<file path="src/rtl/counter_down_cascade.sv">
// Loadable cascaded down-counter built from STAGES sub-counters.
// Borrow ripples upward through stages; bout allows further chaining.
module counter_down_cascade #(
  parameter int STAGE_W = 4,
  parameter int STAGES  = 2,
  parameter bit WRAP    = 1'b1
) (
  input  logic                       clk,
  input  logic                       rst_n,
  input  logic                       load,
  input  logic [STAGE_W*STAGES-1:0]  load_val,
  input  logic                       bin,
  output logic [STAGE_W*STAGES-1:0]  q,
  output logic                       bout,
  output logic                       bout_r,
  output logic                       zero
);

  localparam int W = STAGE_W * STAGES;
  localparam logic [STAGE_W-1:0] ONE = 1;

  logic [W-1:0]      cnt_q;
  logic [W-1:0]      cnt_d;
  logic              bout_r_q;
  logic              bout_r_d;
  logic [STAGES-1:0] low_zero;
  logic              dec;
  logic              hold_sat;

  // low_zero[i]: all stages below i are zero, so a borrow reaches stage i
  for (genvar i = 0; i < STAGES; i++) begin : g_low
    if (i == 0) begin : g_first
      assign low_zero[i] = 1'b1;
    end else begin : g_rest
      assign low_zero[i] = ~|cnt_q[i*STAGE_W-1:0];
    end
  end

  assign dec      = bin & ~load;
  assign zero     = ~|cnt_q;
  assign bout     = dec & zero;
  assign hold_sat = bout & ~WRAP;

  // Next count: load beats decrement; each stage decrements when borrowed into
  always_comb begin
    cnt_d    = cnt_q;
    bout_r_d = bout;
    if (load) begin
      cnt_d = load_val;
    end else if (dec && !hold_sat) begin
      for (int i = 0; i < STAGES; i++) begin
        if (low_zero[i]) begin
          cnt_d[i*STAGE_W +: STAGE_W] = cnt_q[i*STAGE_W +: STAGE_W] - ONE;
        end
      end
    end
  end

  // Count and registered borrow-out state
  always_ff @(posedge clk or negedge rst_n) begin
    if (!rst_n) begin
      cnt_q    <= '0;
      bout_r_q <= 1'b0;
    end else begin
      cnt_q    <= cnt_d;
      bout_r_q <= bout_r_d;
    end
  end

  assign q      = cnt_q;
  assign bout_r = bout_r_q;

endmodule

</file>
<file path="config.mk">
export PLATFORM = sky130hd
export DESIGN_NAME = counter_down_cascade
export DESIGN_NICKNAME = d
export VERILOG_FILES = /design/src/rtl/counter_down_cascade.sv
export SDC_FILE = /design/constraint.sdc
export NUM_CORES = 1
export LEC_CHECK = 0
export CAP_MARGIN = 20
export CORE_MARGIN = 2
export CORE_UTILIZATION = 40
export DETAILED_ROUTE_END_ITERATION = 10
export PLACE_DENSITY_LB_ADDON = 0.1
export SLEW_MARGIN = 5
export SYNTH_ARGS = -nofsm -noshare
export SYNTH_HDL_FRONTEND = slang
export SYNTH_SLANG_ARGS = --single-unit
export TNS_END_PERCENT = 5
</file>
<file path="constraint.sdc">
create_clock -name clk -period 1.78 [get_ports clk]
set_input_delay 0.356 -clock clk [delete_from_list [all_inputs] [get_ports clk]]
set_output_delay 0.356 -clock clk [all_outputs]
set_load 0.01 [all_outputs]
</file>
==> results of run 1 <==
-- routing by layer --
metal  global-route usage  up-vias
met5                    0        -
met4                0.125        0
met3               0.0500        5
met2                0.306       18
met1                0.232      233
li1                     -      274
-- worst max-delay path: stages (launching register included) --
cell and delay [ps]:
dfrtp_1 380, inv_2 60, ha_2 180, nand4_1 140, nor4_2 200, buf_2 180
-- worst min-delay path by stage --
stage / endpoint / slack [ps] / startpoint
2_1_floorplan: bout_r$_DFF_PN0_ / 60 / rst_n
3_3_place_gp: bout_r$_DFF_PN0_ / 430 / q[3]$_DFFE_PN0P_
3_5_place_dp: bout_r$_DFF_PN0_ / 440 / q[3]$_DFFE_PN0P_
4_1_cts: bout_r$_DFF_PN0_ / 410 / rst_n
5_1_grt: bout_r$_DFF_PN0_ / 450 / rst_n
6_report: bout_r$_DFF_PN0_ / 400 / rst_n
-- synthesized netlist by cell type --
cell | count | area share
o21ai_0 | 4 | 0.038
nor4_1 | 1 | 0.012
nand3_1 | 4 | 0.038
and4bb_1 | 1 | 0.023
a211o_1 | 1 | 0.016
or2b_1 | 1 | 0.014
buf_6 | 1 | 0.021
xor2_1 | 2 | 0.033
nand2_1 | 7 | 0.049
nor2_1 | 2 | 0.014
dfrtp_1 | 9 | 0.42
mux2_2 | 3 | 0.063
xnor2_1 | 2 | 0.033
inv_1 | 6 | 0.042
nand4_1 | 1 | 0.012
mux2i_1 | 1 | 0.019
ha_1 | 3 | 0.070
a211o_2 | 1 | 0.019
clkbuf_1 | 2 | 0.014
nor3_1 | 2 | 0.019
nor4b_2 | 1 | 0.028
-- sequential cells by signal, indices dropped and copies added, names as in the netlist --
register  flops
q             8
bout_r        1
-- area by class of cell --
cell class	count	area [µm²]	share of cell area
Clock buffer	4	26.3	0.0281
Tap cell	15	18.8	0.0201
Sequential cell	9	225	0.241
Timing Repair Buffer	42	365	0.390
Multi-Input combinational cell	37	278	0.297
Inverter	6	22.5	0.0241
-- kinds of logic (layout without fill, tap and decap cells) --
family          Yosys count  after routing  share of synthesized area
fa+ha+maj                 3              3                     0.0704
compound gates            6              6                     0.0728
xor+xnor                  4              4                     0.0657
mux                       4              4                     0.0822
buf+inv                   9             52                     0.0775
simple gates             20             20                      0.209
flops                     9              9                      0.423
-- metrics by stage --
step	instance area [µm²]	hold WS, ps
after detailed placement	851	442
after global placement	851	430
after floorplan	533	60.4
after global routing	936	445
after CTS	923	407
final	936	402
-- power by group --
part,internal [W],total [W],switching [W]
sequential,0.000228,0.000242,0.0000141
combinational,0.000146,0.000243,0.0000974
clock,0.0000865,0.000160,0.0000733
-- what timing repair did --
item | CTS | global route
endpoints found under the setup margin | 2 | 3
setup buffers | 7 | 0
hold endpoints to repair | 0 | 0
resized for setup | 11 | 7
pin swaps | 3 | 1
==> results.sh, run 1 <==
export IMPL_syn_avg_cell_area_um2=9.69
export IMPL_tightest_slew_ps=441
export IMPL_final_hold_violation_count=0
export IMPL_antenna_found_initial=0
export IMPL_ctsHtreeMaxLevel=1
export IMPL_layout_common_cells="clkdlybuf4s50_1 (18), buf_4 (18), dfrtp_1 (9), nand2_1 (7)"
export IMPL_reg2reg_depth=11
export IMPL_startpoint_type="register"
export IMPL_grt_pass1_vias=481
export IMPL_ys_seq_area_frac=0.423
export IMPL_end_kind="primary output"
export IMPL_viasPerCell=4.69
export IMPL_fmax_mhz=569
export IMPL_ant_nets=0
export IMPL_place_inst=102
export IMPL_wire_per_inst_um=11.2
export IMPL_track_usage=0.195
export IMPL_numPortBuffers=22
export IMPL_start_util=0.420
export IMPL_root_buffer="clkbuf_4"
export IMPL_die_w_um=40.5
export IMPL_area_growth_pct=75.6
export IMPL_path_class="register to primary output"
export IMPL_power_w=0.000645
export IMPL_ir_worst_vdd_uv=433
export IMPL_dieArea_um2=1640
export IMPL_relSlewSlack=0.705
export IMPL_clk_latency_ps=260
export IMPL_cts_tree="built"
export IMPL_utilization=0.738
export IMPL_synth_cell_types=21
export IMPL_wl_met1_um=541
export IMPL_dr_pass1_iters=3
export IMPL_io_pins=23
export IMPL_die_y_um=40.5
export IMPL_drive_above_1_share=0.367
export IMPL_diodes=0
export IMPL_post_place_ws_ps=-543
export IMPL_status="finished clean"
export IMPL_setup_viol=0
export IMPL_met3_length_um=87
export IMPL_crit_path_end="bout"
export IMPL_fin_setup_tns_ps=0
export IMPL_top_layer_used="met4"
export IMPL_clk_pin_slew_ps=60
export IMPL_wl_met2_um=613
export IMPL_ys_warn_count=0
export IMPL_netlist_instances=55
export IMPL_clockBufferDepth=2
export IMPL_dp_hpwl_um=914
export IMPL_timing_rr_end="bout_r$_DFF_PN0_"
export IMPL_power_density_nw_per_um2=690
export IMPL_worst_slack_ps=21.8
export IMPL_syn_area_um2=533
export IMPL_clock_skew_ps=2.44
export IMPL_grt_max_degree=17
export IMPL_critPathLaunch="q[1]$_DFFE_PN0P_"
export IMPL_crit_fanout=3
export IMPL_reg2reg_from="q[1]$_DFFE_PN0P_"
export IMPL_rrSetupSlack_ps=100
export IMPL_leakage_nw=0.445
export IMPL_cts_sinks=9
export IMPL_grt_ovfl_total=0
export IMPL_totalWireLength_mm=1.27
export IMPL_timing_max_cap_violations=0
export IMPL_cts_buffers=3
export IMPL_cts_hold_buf=0
export IMPL_layout_min_cycle_time_ps=1760
export IMPL_nets=114
export IMPL_row_count=13
export IMPL_gp_congestion=0.684
export IMPL_finalCritPeriodShare=0.988
export IMPL_required_ps=1420
export IMPL_syn_nets=70
export IMPL_grt_pass1_wl_mm=1.95
export IMPL_rsz0062_at_grt="true"
export IMPL_synth_seq_cells=9
export IMPL_hp_class="primary input to asynchronous set/reset pin"
export IMPL_drc=0
export IMPL_fillers=104
export IMPL_report_final_slew_viol_count=0
export IMPL_drtIter0Drc=2
export IMPL_layout_cells_non_filler=113
export IMPL_vias=530
export IMPL_crit_arrival_ps=1400
export IMPL_core_um2=1270
(Power assumes the default switching activity.)
==> inputs of run 2 (changes only) <==
--- a/config.mk
+++ b/config.mk
@@ -5,10 +5,11 @@
 export SDC_FILE = /design/constraint.sdc
 export NUM_CORES = 1
 export LEC_CHECK = 0
-export CAP_MARGIN = 20
-export CORE_MARGIN = 2
-export CORE_UTILIZATION = 40
+export CAP_MARGIN = 10
+export CORE_AREA = 2 2 39 41
 export DETAILED_ROUTE_END_ITERATION = 10
+export DIE_AREA = 0 0 41 43
+export DONT_BUFFER_PORTS = 1
 export PLACE_DENSITY_LB_ADDON = 0.1
 export SLEW_MARGIN = 5
 export SYNTH_ARGS = -nofsm -noshare
==> results.sh, run 2 (synthesized netlist as in run 1, its figures left out) <==
export IMPL_clock_power_share=0.279
export IMPL_grt_pass1_vias=448
export IMPL_clk_pin_slew_ps=60
export IMPL_worst_slack_ps=14.4
export IMPL_dr_pass1_iters=4
export IMPL_worst_hold_slack_ps=189
export IMPL_die_w_um=41
export IMPL_ant_nets=0
export IMPL_start_util=0.385
export IMPL_area_growth_pct=27.7
export IMPL_dieArea_um2=1760
export IMPL_slowest_delay_ps=460
export IMPL_wire_per_inst_um=14.8
export IMPL_timing_max_cap_violations=0
export IMPL_p_int_w=0.000397
export IMPL_dp_hpwl_um=799
export IMPL_ctsHtreeMaxLevel=1
export IMPL_p_seq_frac=0.480
export IMPL_final_hold_violation_count=0
export IMPL_io_pins=23
export IMPL_final_common_cell="buf_4"
export IMPL_cp_depth=5
export IMPL_power_density_nw_per_um2=849
export IMPL_viasPerCell=4.88
export IMPL_drive_above_1_share=0.439
export IMPL_largest_reg_flops=8
export IMPL_place_inst=69
export IMPL_clk_latency_ps=260
export IMPL_numPortBuffers=0
export IMPL_status="finished clean"
export IMPL_layout_min_cycle_time_ps=1770
export IMPL_layout_common_cells="buf_4 (9), nand2_1 (7), dfrtp_1 (6)"
export IMPL_drtIter0Drc=1
export IMPL_clockBufferDepth=2
export IMPL_path_class="register to primary output"
export IMPL_cts_buffers=3
export IMPL_gp_congestion=0.721
export IMPL_cts_tree="built"
export IMPL_p_sw_w=0.000180
export IMPL_diodes=0
export IMPL_grt_pass1_wl_mm=2.04
export IMPL_crit_buf_inv=2
export IMPL_nets=82
export IMPL_drc=0
export IMPL_ir_worst_vdd_uv=500
export IMPL_utilization=0.492
export IMPL_crit_family="flip-flops"
export IMPL_crit_arrival_ps=1410
export IMPL_clock_skew_ps=4.19
export IMPL_setup_viol=0
export IMPL_antenna_found_initial=0
export IMPL_hp_class="primary input to register"
export IMPL_grt_ovfl_total=0
export IMPL_layout_cells_non_filler=82
export IMPL_tightest_slew_ps=414
export IMPL_post_place_ws_ps=174
export IMPL_power_frac_comb=0.241
export IMPL_end_kind="primary output"
export IMPL_relSlewSlack=0.723
export IMPL_crit_chain="inv_2, ha_4, nand4_1, nor4_2, buf_4"
export IMPL_report_final_slew_viol_count=0
export IMPL_crit_slowest_cell="dfrtp_2"
export IMPL_required_ps=1420
export IMPL_fmax_mhz=566
export IMPL_vias=400
export IMPL_startpoint_type="register"
export IMPL_root_buffer="clkbuf_4"
export IMPL_die_y_um=43
export IMPL_row_count=14
export IMPL_finalCritPeriodShare=0.992
export IMPL_crit_fanout=4
export IMPL_cts_sinks=9
export IMPL_core_um2=1380
export IMPL_rsz0062_at_grt="true"
export IMPL_totalWireLength_mm=1.21
export IMPL_reg2reg_depth=10
export IMPL_track_usage=0.177
export IMPL_leakage_nw=0.297
export IMPL_grt_max_degree=18
export IMPL_switching_share=0.312
export IMPL_hold_depth=1
## run 2: worst register-to-register path, cell delays in order (launching register included)
cell and delay [ps]:
dfrtp_2 430, inv_2 70, buf_4 130, buf_4 120, buf_4 120, buf_4 120, buf_4 120, buf_4 120
ha_2 170, a211o_1 250, nand3_1 60
## run 2: area by class of cell
cell class | instances | area, µm²
clock buffer | 4 | 26.3
fill | 129 | 703
inverter | 6 | 22.5
multi-input combinational | 37 | 305
sequential | 9 | 229
tap | 16 | 20.0
timing repair buffer | 10 | 77.6
## run 2: power by group through the flow
stage	combinational [W]	sequential (W)	clock [W]
after floorplan	0.0000788	0.000268	0
after global placement	0.0000806	0.000274	0
after detailed placement	0.0000844	0.000275	0
after CTS	0.000135	0.000276	0.000172
after global routing	0.000157	0.000283	0.000185
final	0.000139	0.000278	0.000161
## run 2: per-stage QoR
stage / TNS (ps) / cell area [µm²] / power, W
2_1_floorplan: 0 / 533 / 0.000347
3_3_place_gp: 0 / 542 / 0.000355
3_5_place_dp: 0 / 542 / 0.000360
4_1_cts: 0 / 669 / 0.000583
5_1_grt: -176 / 681 / 0.000625
6_report: 0 / 681 / 0.000578
## run 2: final timing paths
path	startpoint	end	slack, ps
max	q[4]$_DFFE_PN0P_	bout	10
min	load	q[4]$_DFFE_PN0P_	190
max reg2reg	q[4]$_DFFE_PN0P_	q[6]$_DFFE_PN0P_	20
min reg2reg	q[7]$_DFFE_PN0P_	q[7]$_DFFE_PN0P_	660
max in group asynchronous	rst_n	q[1]$_DFFE_PN0P_	1000
min in group asynchronous	rst_n	q[6]$_DFFE_PN0P_	460
## run 2: metal layers
layer | vias up | GRT usage | routed length, µm
li1 | 207 | - | -
met1 | 179 | 0.223 | 503
met2 | 12 | 0.247 | 605
met3 | 2 | 0.0366 | 91
met4 | 0 | 0.140 | 14
met5 | - | 0 | 0
## run 2: repair_timing
| item | CTS | global route |
|---|---|---|
| hold endpoints to repair | 9 | 0 |
| gates resized for setup | 12 | 2 |
| pin swaps | 4 | 1 |
| setup buffers | 8 | 0 |
| endpoints found under the setup margin | 2 | 3 |
| hold buffers | 1 | 0 |
